File: config.mk
export PLATFORM = sky130hd
export DESIGN_NAME = pipeline_stage_register
export DESIGN_NICKNAME = d
export VERILOG_FILES = /design/src/rtl/pipeline_pkg.sv /design/src/rtl/pipeline_stage_register_skid_entry.sv /design/src/rtl/pipeline_stage_register.sv
export SDC_FILE = /design/constraint.sdc
export NUM_CORES = 1
export LEC_CHECK = 0
export ABC_AREA = 1
export CAP_MARGIN = 0
export CORE_AREA = 3 3 113 115
export DETAILED_ROUTE_END_ITERATION = 12
export DIE_AREA = 0 0 116 118
export PLACE_DENSITY = 0.75
export SETUP_SLACK_MARGIN = 0.5
export SYNTH_ARGS = -nofsm -noshare
export SYNTH_HDL_FRONTEND = slang
export SYNTH_SLANG_ARGS = --single-unit
File: constraint.sdc
create_clock -name clk -period 1.3 [get_ports clk]
set_input_delay 0.26 -clock clk [delete_from_list [all_inputs] [get_ports clk]]
set_output_delay 0.26 -clock clk [all_outputs]
set_load 0.05 [all_outputs]
File: src/rtl/pipeline_pkg.sv
`default_nettype none
// ============================================================================
// Module      : pipeline_pkg
// Description : Shared pipeline definitions. It holds the stage bundle
//               layouts, the stage-register state encoding, the bubble fill
//               value and the occupancy decode helper.
// Revision    : 1.0 - initial release
// ============================================================================
package pipeline_pkg;

    localparam int c_XLEN           = 32;
    localparam int c_REG_ADDR_WIDTH = 5;

    // Writeback select. Zero means "no writeback", so an all-zero bubble
    // retires as a no-op.
    typedef enum logic [1:0] {
        WB_SEL_NONE = 2'd0,
        WB_SEL_ALU  = 2'd1,
        WB_SEL_MEM  = 2'd2,
        WB_SEL_PC4  = 2'd3
    } wb_sel_t;

    typedef struct packed {
        logic [c_XLEN-1:0]           alu_result;
        logic [c_XLEN-1:0]           store_data;
        logic [c_XLEN-1:0]           pc_plus4;
        logic [c_REG_ADDR_WIDTH-1:0] rd;
        logic                        mem_read;
        logic                        mem_write;
        wb_sel_t                     wb_sel;
    } ex_mem_bundle_t;

    typedef struct packed {
        logic [c_XLEN-1:0]           alu_result;
        logic [c_XLEN-1:0]           mem_rdata;
        logic [c_XLEN-1:0]           pc_plus4;
        logic [c_REG_ADDR_WIDTH-1:0] rd;
        wb_sel_t                     wb_sel;
    } mem_wb_bundle_t;

    localparam int c_EX_MEM_WIDTH = $bits(ex_mem_bundle_t);
    localparam int c_MEM_WB_WIDTH = $bits(mem_wb_bundle_t);

    // Stage-register occupancy states; SKID is reachable only with a skid entry.
    typedef enum logic [1:0] {
        EMPTY = 2'd0,
        FULL  = 2'd1,
        SKID  = 2'd2
    } stage_state_t;

    // Fill bit of a bubble; replicate to the payload width.
    localparam logic c_BUBBLE = 1'b0;

    // Number of payloads held in a given state.
    function automatic logic [1:0] state_occupancy(input stage_state_t state);
        case (state)
            FULL:    return 2'd1;
            SKID:    return 2'd2;
            default: return 2'd0;
        endcase
    endfunction

endpackage : pipeline_pkg
`default_nettype wire

File: src/rtl/pipeline_stage_register_skid_entry.sv
`default_nettype none
// ============================================================================
// Module      : stage_skid_entry
// Description : One storage entry of a pipeline stage register: a valid flag
//               plus a payload register. Clear wins over load so that a kill
//               can never be overridden by a capture in the same cycle.
// Revision    : 1.0 - initial release
// ============================================================================
module stage_skid_entry
    import pipeline_pkg::*;
#(
    parameter int WIDTH = 8
) (
    input  logic             clk,
    input  logic             reset,
    input  logic             i_load,
    input  logic             i_clear,
    input  logic [WIDTH-1:0] i_data,
    output logic             o_valid,
    output logic [WIDTH-1:0] o_data
);

    logic             r_valid;
    logic [WIDTH-1:0] r_data;

    // Hold the entry; a cleared entry reads back as a bubble.
    always_ff @(posedge clk or negedge reset) begin
        if (!reset) begin
            r_valid <= 1'b0;
            r_data  <= {WIDTH{c_BUBBLE}};
        end else if (i_clear) begin
            r_valid <= 1'b0;
            r_data  <= {WIDTH{c_BUBBLE}};
        end else if (i_load) begin
            r_valid <= 1'b1;
            r_data  <= i_data;
        end
    end

    assign o_valid = r_valid;
    assign o_data  = r_data;

endmodule : stage_skid_entry
`default_nettype wire

File: src/rtl/pipeline_stage_register.sv
`default_nettype none
// ============================================================================
// Module      : pipeline_stage_register
// Description : Generic pipeline stage register with valid/ready handshake,
//               synchronous flush and an optional second (skid) entry that
//               lets in_ready be driven from a flop.
// Revision    : 1.0 - initial release
// ============================================================================
module pipeline_stage_register
    import pipeline_pkg::*;
#(
    parameter int XLEN          = 32,
    parameter int PAYLOAD_WIDTH = 3*XLEN+3,
    parameter int SKID_ENABLE   = 0
) (
    input  logic                     clk,
    input  logic                     reset,
    input  logic                     flush,
    input  logic                     in_valid,
    output logic                     in_ready,
    input  logic [PAYLOAD_WIDTH-1:0] in_payload,
    output logic                     out_valid,
    input  logic                     out_ready,
    output logic [PAYLOAD_WIDTH-1:0] out_payload,
    output logic [1:0]               occupancy
);

    stage_state_t             r_state;
    stage_state_t             w_state_nxt;
    logic [1:0]               r_occupancy;

    logic                     w_xfer_in;
    logic                     w_xfer_out;

    logic                     w_main_load;
    logic                     w_main_clear;
    logic                     w_main_valid;
    logic [PAYLOAD_WIDTH-1:0] w_main_din;
    logic [PAYLOAD_WIDTH-1:0] w_main_data;

    logic                     w_skid_valid;
    logic [PAYLOAD_WIDTH-1:0] w_skid_data;

    assign w_xfer_in  = in_valid && in_ready && !flush;
    assign w_xfer_out = out_valid && out_ready;

    // The main entry is refilled from the skid entry whenever that one is
    // occupied, otherwise straight from the upstream stage.
    assign w_main_din   = w_skid_valid ? w_skid_data : in_payload;

    assign w_main_load  = !flush && (((r_state == EMPTY) && w_xfer_in)               ||
                                     ((r_state == FULL)  && w_xfer_in && w_xfer_out) ||
                                     ((r_state == SKID)  && w_xfer_out));
    assign w_main_clear = flush || ((r_state == FULL) && w_xfer_out && !w_xfer_in);

    // Next occupancy state; flush empties the stage from any state.
    always_comb begin
        w_state_nxt = r_state;
        if (flush) begin
            w_state_nxt = EMPTY;
        end else begin
            case (r_state)
                EMPTY: begin
                    if (w_xfer_in) w_state_nxt = FULL;
                end
                FULL: begin
                    if (w_xfer_out && !w_xfer_in)
                        w_state_nxt = EMPTY;
                    else if (w_xfer_in && !w_xfer_out && (SKID_ENABLE != 0))
                        w_state_nxt = SKID;
                end
                SKID: begin
                    if (w_xfer_out) w_state_nxt = FULL;
                end
                default: w_state_nxt = EMPTY;
            endcase
        end
    end

    // State and occupancy advance together on the same edge.
    always_ff @(posedge clk or negedge reset) begin
        if (!reset) begin
            r_state     <= EMPTY;
            r_occupancy <= 2'd0;
        end else begin
            r_state     <= w_state_nxt;
            r_occupancy <= state_occupancy(w_state_nxt);
        end
    end

    stage_skid_entry #(
        .WIDTH (PAYLOAD_WIDTH)
    ) u_main_entry (
        .clk     (clk),
        .reset   (reset),
        .i_load  (w_main_load),
        .i_clear (w_main_clear),
        .i_data  (w_main_din),
        .o_valid (w_main_valid),
        .o_data  (w_main_data)
    );

    if (SKID_ENABLE != 0) begin : g_skid
        logic w_skid_load;
        logic w_skid_clear;
        logic r_in_ready;

        // A payload accepted while the downstream stalls lands in the skid entry.
        assign w_skid_load  = !flush && (r_state == FULL) && w_xfer_in && !w_xfer_out;
        assign w_skid_clear = flush || ((r_state == SKID) && w_xfer_out);

        stage_skid_entry #(
            .WIDTH (PAYLOAD_WIDTH)
        ) u_skid_entry (
            .clk     (clk),
            .reset   (reset),
            .i_load  (w_skid_load),
            .i_clear (w_skid_clear),
            .i_data  (in_payload),
            .o_valid (w_skid_valid),
            .o_data  (w_skid_data)
        );

        // Ready is registered so out_ready never reaches in_ready combinationally.
        always_ff @(posedge clk or negedge reset) begin
            if (!reset) begin
                r_in_ready <= 1'b0;
            end else begin
                r_in_ready <= (w_state_nxt != SKID);
            end
        end

        assign in_ready = r_in_ready && !flush;
    end else begin : g_no_skid
        logic r_alive;

        // Keeps in_ready low during reset and for the edge that releases it.
        always_ff @(posedge clk or negedge reset) begin
            if (!reset) begin
                r_alive <= 1'b0;
            end else begin
                r_alive <= 1'b1;
            end
        end

        assign w_skid_valid = 1'b0;
        assign w_skid_data  = {PAYLOAD_WIDTH{c_BUBBLE}};
        assign in_ready     = r_alive && !flush && (!out_valid || out_ready);
    end

    assign out_valid   = w_main_valid;
    assign out_payload = w_main_data;
    assign occupancy   = r_occupancy;

endmodule : pipeline_stage_register
`default_nettype wire

# [Yosys cells after proc, flatten, opt, wreduce, memory -nomap -nowiden]
# Index checks and enable logic that the tools add are counted.
[totals] reg_bits=105 inputBits=104 out_inout_bits=103 elab_cells=41
[op_classes] eq_ne=4 muxes=10 reduce_logical=22
[ops] op="2-to-1 mux 99 bit" n=2
[ops] op="logical AND 1 bit" n=13
[ops] op="2-to-1 mux 2 bit" n=4
[ops] op="one-hot mux 2 bit (3 select lines)" n=1
[ops] op="equality test 2 x 1 -> 1 bit (second input constant)" n=2
[ops] op="equality test 2 bit (second input constant)" n=2
[ops] op="logical OR 1 bit" n=4
[ops] op="one-hot mux 2 bit (2 select lines)" n=1
[ops] op="logical NOT 1 bit" n=3
[ops] op="logical NOT 2 bit" n=1
[ops] op="2-to-1 mux 1 bit" n=2
[ops] op="nonzero test 2 bit" n=1

# [Logic depth before layout (Yosys ltp)]
[depth] word_depth=12 depth_mapped=9 depth_no_buf=7

# [Hierarchy]
# From an unflattened synthesis, not the netlist that was laid out.
[unflattened] hier_cells=463 hier_area_um2=4166.5
[modules_own_cells] module="stage_skid_entry" n_inst=1 cells_per_inst=432 area_each_um2=3912.5 seq_area_each_um2=2502.4
[modules_own_cells] module="pipeline_stage_register" n_inst=1 cells_per_inst=31 area_each_um2=254.0 seq_area_each_um2=125.1

# [Worst setup path before layout]
# No wires, ideal clock.
[synth_path] kind="flip-flop to flip-flop" startpoint="register u_main_entry.r_valid (netlist: u_main_entry.o_valid)" endpoint="register u_main_entry.r_data[56] (netlist: u_main_entry.o_data[56])" setup_time_ps=120 t_arrival_ps=1667 required_ps=1180 setup_slack_ps=-487 path_stages_with_launch=10 n_path_buf=2 period_less_slack_ps=1787 path_cell_list="dfrtp_1 > nand2_1 > nand2_1 > nand2_1 > nor2_2 > nor2_4 > buf_4 > buf_2 > nand3_1 > nand2_1"
[synth_between] elab_chain_len=11 word_cells_on_any_way=19 classes_between="1 x mux; 18 x reduce/logical"
[synth_rtl] element="start, declared" line="pipeline_stage_register_skid_entry.sv:23" text="logic r_valid;"
[synth_rtl] element="start signal, assigned" line="pipeline_stage_register_skid_entry.sv:29" text="r_valid <= 1'b0;"
[synth_rtl] element="start signal, assigned" line="pipeline_stage_register_skid_entry.sv:32" text="r_valid <= 1'b0;"
[synth_rtl] element="start signal, assigned" line="pipeline_stage_register_skid_entry.sv:35" text="r_valid <= 1'b1;"
[synth_rtl] element="logical NOT 1 bit" line="pipeline_stage_register.sv:148" text="assign in_ready = r_alive && !flush && (!out_valid || out_ready);"
[synth_rtl] element="logical OR 1 bit" line="pipeline_stage_register.sv:148"
[synth_rtl] element="logical AND 1 bit" line="pipeline_stage_register.sv:148"
[synth_rtl] element="logical AND 1 bit (2 in a row)" line="pipeline_stage_register.sv:44" text="assign w_xfer_in = in_valid && in_ready && !flush;"
[synth_rtl] element="logical AND 1 bit (2 in a row)" line="pipeline_stage_register.sv:52" text="((r_state == FULL) && w_xfer_in && w_xfer_out) ||"
[synth_rtl] element="logical OR 1 bit" line="pipeline_stage_register.sv:51" text="assign w_main_load = !flush && (((r_state == EMPTY) && w_xfer_in) ||"
[synth_rtl] element="logical OR 1 bit" line="pipeline_stage_register.sv:52"
[synth_rtl] element="logical AND 1 bit" line="pipeline_stage_register.sv:51"
[synth_rtl] element="nonzero test 2 bit (no line)"
[synth_rtl] element="end signal, assigned" line="pipeline_stage_register_skid_entry.sv:30" text="r_data <= {WIDTH{c_BUBBLE}};"
[synth_rtl] element="end signal, assigned" line="pipeline_stage_register_skid_entry.sv:33" text="r_data <= {WIDTH{c_BUBBLE}};"
[synth_rtl] element="end signal, assigned" line="pipeline_stage_register_skid_entry.sv:36" text="r_data <= i_data;"
[synth_rtl] element="end, declared" line="pipeline_stage_register_skid_entry.sv:24" text="logic [WIDTH-1:0] r_data;"
# Parallel ways exist; a longest one is shown, timed or not.
# A chain may end at the register's enable or synchronous reset.

# [Worst setup path after layout]
[layout_path] startpoint="register u_main_entry.r_valid (netlist: u_main_entry.o_valid)" endpoint="register u_main_entry.r_data[24] (netlist: u_main_entry.o_data[24])"
# The elaborated chain is that of the path after synthesis.

==> out/metrics.yaml <==
rows: 40
synth_compound_area_share_pct: 0.8058
cts.path.max_buffers: 2
final_hold_viol_count: 18
pre_cts_slack_ns: -0.6125
path_cells: "nand2_4 > nand2_4 > nand2_4 > nor2_4 > nor2_4 > buf_12 > nand3_1 > nand2_1"
ys.warnings.count: 0
finalSetupViolCount: 104
synth-seq-area-share_pct: 60.43
drt-initial-drc-count: 288
r2r-start: "u_main_entry.o_valid"
critical_path_buf_inv_count: 1
worstPathArrival_ns: 1.80
boundaryPins: 207
viasPerCell: 5.326
place_hpwl_mm: 9.773
synth_simple_gate_area_share_pct: 33.47
multi_input_area_mm2: 0.001692
antenna_cells: 0
min_period_ns: 1.536
synth-xor-area-share_pct: 0
wl_per_cell_um: 19.52
grt_max_degree: 52
cp_slowest_cell: "dfrtp_2"
switching_share_pct: 28.12
synthAdderAreaFrac_pct: 0
crit_top_cell: "nand2_4"
placed_area_mm2: 0.007866
worst_slack_ns: -0.2362
cap_violations: 0
gp_congestion: 0.8148
p_comb_share_pct: 23.4
finalInstanceArea_mm2: 0.008897
seq_area_mm2: 0.002744
p_seq_share_pct: 43.1
clock_latency_ns: 0.34
p_int_mw: 5.882
layout_common_cells: "181 x nand3_1, 116 x buf_12, 101 x clkdlybuf4s50_1, 100 x nand2_1, 93 x dfrtp_2"
worstReg2RegEnd: "u_main_entry.o_data[24]"
synthMuxAreaShare_pct: 0
core_area_mm2: 0.01191
power.switching_mw: 2.301
clkPwrFrac_pct: 33.5
fin_setup_tns_ns: -17.50
status: "finished with violations"
start_kind: "register"
violations: "hold timing, setup timing"
drtAntennaViolNets: 0
post-route-period-util_pct: 118.2
grt_pass1_wl_mm: 24.90
antenna_found_initial: 0
synth_area_leaders: "dfrtp_1 60%, nand3_1 23%, nand2_1 9.2%, buf_2 2.2%, clkbuf_1 1.6%"
synth_area_mm2: 0.004348
holdWs_ns: -0.1986
floorplan.initialDensity_pct: 36.50
die_area_mm2: 0.01369
fin_worst_skew_ns: 0.01064
final_common_cell: "nand3_1"
wirelength_mm: 16.77
synth_top_family_by_area: "simple AND/OR/NAND/NOR gates"
drive_above_1_share_pct: 43.96
slew_violations: 0
clk_pin_slew_worst_paths_ns: 0.08
slowest_delay_ns: 0.45
synth_cells: 473
grt_pass1_vias: 4735
cts-htree-levels: 3
cp.required_ns: 1.57
yosysUniqueCellTypes: 20
port_buffers: 206
die_h_um: 118
cts_buffers: 9
syn_nets: 577
ys_ff_latch: 105
grt.overflow.total: 0
syn_to_final_growth_pct: 104.6
die_x_um: 116
root_buffer: "clkbuf_16"
holdCritPathClass: "in2async"
path_class: "reg2reg"
vdd_ir_drop_max_uv: 768.3
via_count: 4575
yosys.area.top_type_share_pct: 60.43
max_clock_freq_mhz: 651.0
endpoint_kind: "register"
worst-path-max-fanout: 44
n_fill_cell: 787
nets: 811
ff2ff_path_depth: 8
ff2ff_setup_slack_ns: -0.24
cellLeakagePower_nw: 4.055
crit_family: "simple AND/OR/NAND/NOR gates"
syn_avg_cell_area_um2: 9.192
clock_sinks: 105
dr.pass1.iters: 5
yosys.area.top_type: "dfrtp_1"
power.density_mw_per_mm2: 919.7
rsz0062_at_grt: "yes"
cts_tree: "done"
grt_util_all_layers_pct: 22.98
drc: 0
==> Yosys cell counts, drive strengths merged <==
cell / count
dfrtp: 105
inv: 7
a21oi: 3
nor3: 2
o21ai: 1
nand3: 199
nor2: 5
o21a: 1
clkbuf: 18
buf: 23
and2: 1
conb: 1
nand2: 107
==> what timing repair did <==
| item | CTS | global route |
|---|---|---|
| endpoints found under the hold margin | 18 | 18 |
| pin swaps | 8 | 30 |
| endpoints found under the setup margin | 207 | 207 |
| resized for setup | 26 | 27 |
| cloned | 8 | 6 |
| buffers inserted | 17 | 8 |
==> how the worst max path moves through the flow <==
stage | start | end | slack [ns] | cells after the start
final | u_main_entry.o_valid | u_main_entry.o_data[24] | -0.24 | 8
after global routing | u_main_entry.o_valid | u_main_entry.o_data[24] | -0.30 | 8
after CTS | u_main_entry.o_valid | u_main_entry.o_data[33] | -0.16 | 9
after detailed placement | out_ready | u_main_entry.o_data[32] | -0.61 | 8
after global placement | out_ready | u_main_entry.o_data[9] | -0.53 | 8
after floorplan | u_main_entry.o_valid | u_main_entry.o_data[56] | -0.16 | 8
==> registers in the layout (all words and copies together), names as in the netlist <==
register	count
g_no_skid.r_alive	1
occupancy	2
r_state	2
u_main_entry.o_data	99
u_main_entry.o_valid	1
==> power groups by stage <==
stage	Sequential, mW	Clock (mW)	Combinational (mW)
final	3.52	2.74	1.92
after global placement	3.58	0	1.65
after CTS	3.52	2.81	1.83
after global routing	3.54	2.94	2.00
after floorplan	3.90	0	0.312
after detailed placement	3.58	0	1.67
==> layout make-up <==
cell class,instances,area share (%)
tap,147,2.067
timing repair buffer,264,44.37
multi-input combinational,320,19.01
clock buffer,9,2.531
clock inverter,7,0.8860
sequential,105,30.84
inverter,7,0.2953
==> per-layer routing <==
layer	vias to the layer above	track usage, %	routed length [um]
met5	-	0	0
li1	2069	-	-
met2	214	37.91	8446
met4	0	8.847	428
met3	33	4.884	1154
met1	2259	29.33	6737
==> per-stage QoR <==
| stage | utilization (%) | total power [mW] | instances |
|---|---|---|---|
| 2_1_floorplan | - | 4.212 | 473 |
| 3_3_place_gp | 66.04 | 5.226 | 804 |
| 3_5_place_dp | 66.04 | 5.253 | 804 |
| 4_1_cts | 72.17 | 8.158 | 845 |
| 5_1_grt | 74.70 | 8.475 | 859 |
| 6_report | 74.70 | 8.183 | 859 |
==> cell families after synthesis <==
group / count (synthesis)
other: 1
AO/OA/AOI/OAI: 5
flip-flops: 105
buffers and inverters: 48
AND/OR/NAND/NOR: 314
No activity file was read; power rests on OpenSTA's default activity.
